### src/rtl/serial_mag_cmp_pkg.sv
// rtl/serial_mag_cmp_pkg.sv - shared state encoding and result helper for the bit-serial comparator
package serial_mag_cmp_pkg;

  typedef enum logic [1:0] {
    S_IDLE  = 2'd0,
    S_SHIFT = 2'd1,
    S_DONE  = 2'd2
  } state_t;

  // Packs {gt, lt, eq}; an undecided comparison means every bit pair matched.
  function automatic logic [2:0] encode_result(input logic decided, input logic dec_gt);
    return {decided & dec_gt, decided & ~dec_gt, ~decided};
  endfunction

endpackage

### src/rtl/mag_cmp_1b.sv
// rtl/mag_cmp_1b.sv - 1-bit combinational magnitude comparator cell
module mag_cmp_1b (
  input  logic a,
  input  logic b,
  output logic gt,
  output logic lt,
  output logic eq
);

  assign gt = a & ~b;
  assign lt = ~a & b;
  assign eq = ~(a ^ b);

endmodule

### src/rtl/serial_mag_cmp.sv
// rtl/serial_mag_cmp.sv - bit-serial MSB-first magnitude comparator with held gt/lt/eq result
module serial_mag_cmp
  import serial_mag_cmp_pkg::*;
#(
  parameter int WIDTH = 8
) (
  input  logic clk,
  input  logic rst,
  input  logic start,
  input  logic bit_valid,
  input  logic a_bit,
  input  logic b_bit,
  output logic bit_ready,
  output logic busy,
  output logic done,
  output logic gt,
  output logic lt,
  output logic eq
);

  localparam int CW = $clog2(WIDTH + 1);
  localparam logic [CW-1:0] LAST = CW'(WIDTH - 1);

  state_t        state;
  logic [CW-1:0] count;
  logic          decided;
  logic          dec_gt;

  logic cell_gt, cell_lt, cell_eq;
  logic beat, nxt_decided, nxt_dec_gt;

  mag_cmp_1b u_cell (
    .a  (a_bit),
    .b  (b_bit),
    .gt (cell_gt),
    .lt (cell_lt),
    .eq (cell_eq)
  );

  assign beat = bit_ready && bit_valid;

  // The first differing bit pair decides; later pairs cannot override it.
  assign nxt_decided = decided || !cell_eq;
  assign nxt_dec_gt  = decided ? dec_gt : (cell_gt && !cell_lt);

  always_ff @(posedge clk) begin
    if (rst) begin
      state     <= S_IDLE;
      count     <= '0;
      decided   <= 1'b0;
      dec_gt    <= 1'b0;
      bit_ready <= 1'b0;
      busy      <= 1'b0;
      done      <= 1'b0;
      gt        <= 1'b0;
      lt        <= 1'b0;
      eq        <= 1'b0;
    end else begin
      done <= 1'b0;
      // start wins in every state; a beat offered alongside it is dropped.
      if (start) begin
        state          <= S_SHIFT;
        count          <= '0;
        decided        <= 1'b0;
        dec_gt         <= 1'b0;
        bit_ready      <= 1'b1;
        busy           <= 1'b1;
        {gt, lt, eq}   <= 3'b000;
      end else begin
        case (state)
          S_IDLE: begin
          end
          S_SHIFT: begin
            if (beat) begin
              count   <= count + CW'(1);
              decided <= nxt_decided;
              dec_gt  <= nxt_dec_gt;
              if (count == LAST) begin
                state        <= S_DONE;
                bit_ready    <= 1'b0;
                done         <= 1'b1;
                {gt, lt, eq} <= encode_result(nxt_decided, nxt_dec_gt);
              end
            end
          end
          S_DONE: begin
            state <= S_IDLE;
            busy  <= 1'b0;
          end
          default: begin
            state     <= S_IDLE;
            bit_ready <= 1'b0;
            busy      <= 1'b0;
          end
        endcase
      end
    end
  end

endmodule
### config.mk
export PLATFORM = sky130hd
export DESIGN_NAME = serial_mag_cmp
export DESIGN_NICKNAME = d
export VERILOG_FILES = /design/src/rtl/serial_mag_cmp_pkg.sv /design/src/rtl/mag_cmp_1b.sv /design/src/rtl/serial_mag_cmp.sv
export SDC_FILE = /design/constraint.sdc
export NUM_CORES = 1
export LEC_CHECK = 0
export BUFFER_PORTS_ARGS = -buffer_cell sky130_fd_sc_hd__buf_2
export CAP_MARGIN = 20
export CORE_MARGIN = 4
export CORE_UTILIZATION = 45
export DETAILED_ROUTE_END_ITERATION = 8
export GPL_ROUTABILITY_DRIVEN = 0
export PLACE_DENSITY = 0.79
export SKIP_CTS_REPAIR_TIMING = 1
export SLEW_MARGIN = 20
export SYNTH_ARGS = -nofsm -noshare
export SYNTH_HDL_FRONTEND = slang
export SYNTH_SLANG_ARGS = --single-unit
### constraint.sdc
create_clock -name clk -period 1.5 [get_ports clk]
set_input_delay 0.3 -clock clk [delete_from_list [all_inputs] [get_ports clk]]
set_output_delay 0.3 -clock clk [all_outputs]
set_load 0.03 [all_outputs]
# --- Word level (Yosys, flattened, before mapping) ---
# Cells that the tools add are included.
totals:
  regBits: 14
  output_inout_bits: 6
  elab_cells: 60
  input_bits: 6
classes:
  reduce_logical: 14
  n_addsub: 1
  muxes: 12
  bitwise_logic: 12
  n_eq_ne: 10
op_table:
  columns: ["op", "n"]
  rows:
  - ["$reduce_and A3 Y1", 4]
  - ["$mux W1", 8]
  - ["$not A1 Y1", 7]
  - ["$ne A2 B2 Y1 const B", 3]
  - ["$ne A3 B3 Y1 const B", 2]
  - ["$reduce_or A2 Y1", 3]
  - ["$add A4 B1 Y4 const B", 1]
  - ["$and A1 B1 Y1", 4]
  - ["$eq A4 B3 Y1 const B", 1]
  - ["$mux W2", 2]
  - ["$ne A2 B1 Y1 const B", 2]
  - ["$pmux W2 S2", 1]
  - ["$reduce_or A4 Y1", 1]
  - ["$eq A2 B1 Y1 const B", 1]
  - ["$eq A2 B2 Y1 const B", 1]
  - ["$logic_and A1 B1 Y1", 2]
  - ["$logic_not A2 Y1", 1]
  - ["$pmux W1 S2", 1]
  - ["$reduce_and A2 Y1", 1]
  - ["$logic_not A1 Y1", 1]
  - ["$logic_or A1 B1 Y1", 1]
  - ["$xor A1 B1 Y1", 1]

# --- Longest topological paths before layout ---
logic_depth:
  ltp_word: 7
  depth_mapped: 5
  ltp_nobuf: 5

# --- Hierarchy ---
# Synthesis repeated with hierarchy kept, for this count alone.
hier_totals:
  cells_unflattened: 70
  area_unflattened_um2: 635.6
modules_own_cells:
  columns: ["module", "area_per_inst_um2", "seq_area_each_um2", "cells_each", "n_inst"]
  rows:
  - ["serial_mag_cmp", 603.1, 280.3, 66, 1]
  - ["mag_cmp_1b", 32.5, 0.0, 4, 1]

# --- Worst setup path before layout ---
# OpenSTA, ideal clock, no wires.
synth_timing:
  path_type: "register -> register"
  startpoint: "reg bit_ready"
  endpoint: "reg gt"
  path_buffers: 1
  required_time_ns: 1.375
  setup_slack_ns: 0.188
  setup_ns: 0.125
  period_less_slack_ns: 1.312
  stages_incl_launch_ff: 5
  arrival_ns: 1.187
  path_cell_list: "dfxtp_1 -> nand4b_4 -> buf_6 -> a2111oi_2 -> nor3_1"
synth_via:
  elab_chain_len: 2
synth_lines:
  columns: ["item", "line", "text"]
  rows:
  - ["start: declaration", "serial_mag_cmp.sv:13", "output logic bit_ready,"]
  - ["start signal: assignment", "serial_mag_cmp.sv:52", "bit_ready <= 1'b0;"]
  - ["start signal: assignment", "serial_mag_cmp.sv:66", "bit_ready <= 1'b1;"]
  - ["start signal: assignment", "serial_mag_cmp.sv:80", "bit_ready <= 1'b0;"]
  - ["$logic_and A1 B1 Y1", "serial_mag_cmp.sv:40", "assign beat = bit_ready && bit_valid;"]
  - ["$reduce_and A3 Y1 (no source line)", null, null]
  - ["end signal: assignment", "serial_mag_cmp.sv:82", "{gt, lt, eq} <= encode_result(nxt_decided, nxt_dec_gt);"]
  - ["end: declaration", "serial_mag_cmp.sv:16", "output logic gt,"]
# No other way between the ends.
# A chain may end at the register's enable or synchronous reset.

# --- Final worst setup path ---
layout_timing:
  startpoint: "reg count[0]"
  endpoint: "reg gt"
layout_via:
  elab_chain_len: 2
layout_lines:
  columns: ["item", "line", "text"]
  rows:
  - ["start: declaration", "serial_mag_cmp.sv:25", "logic [CW-1:0] count;"]
  - ["start signal: assignment", "serial_mag_cmp.sv:75", "count <= count + CW'(1);"]
  - ["$eq A4 B3 Y1", "serial_mag_cmp.sv:78", "if (count == LAST) begin"]
  - ["$reduce_and A3 Y1 (no source line)", null, null]
# No other way between the ends.

==> results by group <==
Yosys
  – Mapped cell area: 633 um2
  – Synthesized flop and latch total: 14
  – Cell variety after synth: 26
  – Yosys warns: 0
  – Synth Instances: 67
  – Syn nets: 75
  – Syn Area/Cell: 9.45 um2
  – Register area share after synthesis: 0.443

Route
  – Vias per cell: 5.46
  – Post-route DRC: 0
  – DR WL met2: 507 um
  – Met3 wire length: 56 um
  – Drt wl/cell: 11.7 um
  – Final ANT Viol Nets: 0
  – Highest routed layer: met4
  – Overall routed net length: 1090 um
  – DRT Pass-1 Iters: 3
  – 1st-iter DRT viols: 5
  – DRT met1 WL: 497 um
  – Via count: 508

Placed design
  – Post-Place Setup Slack: 0.178 ns
  – Placed instance area: 686 um2
  – DP Wirelength: 826 um
  – Port Buf Inserts: 11

CTS
  – Clock buffer count from CTS: 3
  – Worst-skew pair later-pin latency: 0.27 ns
  – Max clock buf depth: 2
  – Root buf cell: clkbuf_4
  – Clock transition at the registers of the reported paths: 0.07 ns
  – CTS tree: done
  – Htree depth: 1
  – Clock sink total: 14

Outcome
  – Status: completed

Power and ir drop
  – Worst IR Drop VDD: 653 uV
  – Leakage: 0.282 nW
  – Power Density: 903 mW/mm2

Critical path
  – Data required time of the worst path: 1.66 ns
  – Reg2Reg Depth: 4
  – Worst Setup Start Kind: flop
  – Crit path kind: flop to flop
  – Worst R2R End: gt$_SDFFE_PP0P_
  – Worst setup EP type: flop
  – Arrival time worst endpoint: 1.48 ns
  – Reg2Reg Setup Slack: 0.18 ns
  – Crit-path max FO: 5
  – Reg-to-reg startpoint: count[0]$_SDFFE_PP0P_

Layout
  – Synthesis-to-finish area growth: 11.9%
  – Most frequent cells in the layout: 14 x dfxtp_1, 11 x buf_2, 9 x a21oi_1
  – Fin nets: 88
  – Design area: 708 um2
  – Share of layout cells above drive strength 1: 0.244
  – Diodes inserted: 0
  – Commonest non-fill, non-tap cell in the layout: dfxtp_1

Run
  – Max Cap Viol: 0

STA
  – Setup TNS: 0 ns
  – Max-slew headroom: 0.821
  – Worst-Margin Slew: 0.268 ns
  – F_max: 757 MHz
  – Worst Slack Setup Final: 0.180 ns
  – Final Hold Fails: 0
  – Slew Limit Fails: 0
  – Final Setup Violations: 0
  – Final Cycle Share: 0.880
  – Final min period: 1.32 ns
  – Layout Skew: 0.000894 ns
  – Unrepaired setup endpoints after global routing: false

Global route
  – Number of global-route vias before repair: 439
  – Largest net degree at the start of global routing: 13
  – Global-route wire length before repair: 1880 um
  – Grt total ovfl: 0
  – GRT Util Overall: 0.129
  – Initial antenna violation count: 0

Min path
  – Kind of path behind the tightest hold check: input port to flop
  – Worst-case hold path end point: state[0]$_SDFFE_PP0P_
  – WHS Path Cells: 2
  – Min-delay src: rst

Floorplan
  – Initial Util: 0.481
  – DIE WIDTH: 45.5 um
  – Die footprint: 0.00207 mm2
  – Floorplan core area: 0.00132 mm2
  – FP Rows: 13
  – Die Y: 45.5 um
  – # IOs: 12
==> layout make-up <==
class	count	area, um2
Clock buffer	3	22.5
Fill cell	116	609
Inverter	6	22.5
Multi-Input combinational cell	44	309
Sequential cell	14	280
Tap cell	15	18.8
Timing Repair Buffer	11	55.1
==> per-layer routing <==
| metal | track usage | vias up |
|---|---|---|
| met5 | 0 | - |
| met4 | 0.105 | 0 |
| met3 | 0.0395 | 2 |
| met1 | 0.154 | 231 |
| li1 | - | 266 |
| met2 | 0.187 | 9 |
==> cell families (layout without fill, tap and decap cells) <==
group           count (synthesis)  in the layout  share of synthesized area
simple gates                   22             22                      0.235
xor+xnor                        1              1                     0.0138
compound gates                 19             19                      0.200
buf+inv                         9             20                     0.0692
flops                          14             14                      0.443
fa+ha+maj                       2              2                     0.0395
==> how the worst max path moves through the flow <==
stage                     slack (ns)  depth (start not counted)                   start                    end
after CTS                       0.16                          4   count[0]$_SDFFE_PP0P_        lt$_SDFFE_PP0P_
after global routing            0.02                          4   count[0]$_SDFFE_PP0P_        gt$_SDFFE_PP0P_
after global placement          0.22                          4   count[0]$_SDFFE_PP0P_  state[0]$_SDFFE_PP0P_
after floorplan                 0.19                          4  bit_ready$_SDFFE_PP0P_        gt$_SDFFE_PP0P_
final                           0.18                          4   count[0]$_SDFFE_PP0P_        gt$_SDFFE_PP0P_
after detailed placement        0.18                          4   count[0]$_SDFFE_PP0P_        lt$_SDFFE_PP0P_
==> synth_stat cells <==
cell / instances / area [um2]
nor2_1: 2 / 7.51
a311oi_1: 1 / 8.76
xnor2_1: 1 / 8.76
a2111oi_2: 2 / 30.0
dfxtp_1: 14 / 280
or2_2: 1 / 6.26
and3b_4: 1 / 12.5
a21o_1: 1 / 7.51
nand4b_4: 1 / 23.8
nor3_1: 5 / 25.0
buf_2: 2 / 10.0
o21ai_0: 5 / 25.0
a21oi_1: 9 / 45.0
or3_1: 2 / 12.5
ha_1: 2 / 25.0
inv_1: 6 / 22.5
nand3_1: 2 / 10.0
nand4_1: 1 / 6.26
and4b_1: 1 / 10.0
buf_6: 1 / 11.3
a311o_1: 1 / 10.0
nor3b_1: 1 / 7.51
nand2b_1: 1 / 6.26
nor2b_1: 1 / 6.26
nand2_1: 2 / 7.51
nand3b_1: 1 / 7.51
==> state kept, by name, summed over array words and instances (netlist names) <==
signal and flops:
gt 1, decided 1, count 4, busy 1, eq 1, bit_ready 1
lt 1, done 1, state 2, dec_gt 1
==> worst max-delay path, stage by stage, from the launching register on <==
cell and delay (ns):
dfxtp_1 0.37, ha_1 0.21, nand3b_1 0.18, a2111oi_2 0.37, nor3_1 0.07
==> metrics by stage <==
step                      std cells  utilization  total power, mW  hold WS (ns)
after floorplan                  67            -            0.431         0.369
after global placement           90        0.520            0.446         0.454
after detailed placement         90        0.520            0.447         0.463
after CTS                        93        0.538            0.648         0.209
after global routing             93        0.538            0.676         0.207
final                            93        0.538            0.640         0.214
==> power by group <==
group / total [mW] / internal, mW / switching (mW)
clock network: 0.202 / 0.0931 / 0.109
logic: 0.0530 / 0.0201 / 0.0329
registers: 0.385 / 0.378 / 0.00711
(Power assumes the default switching activity.)
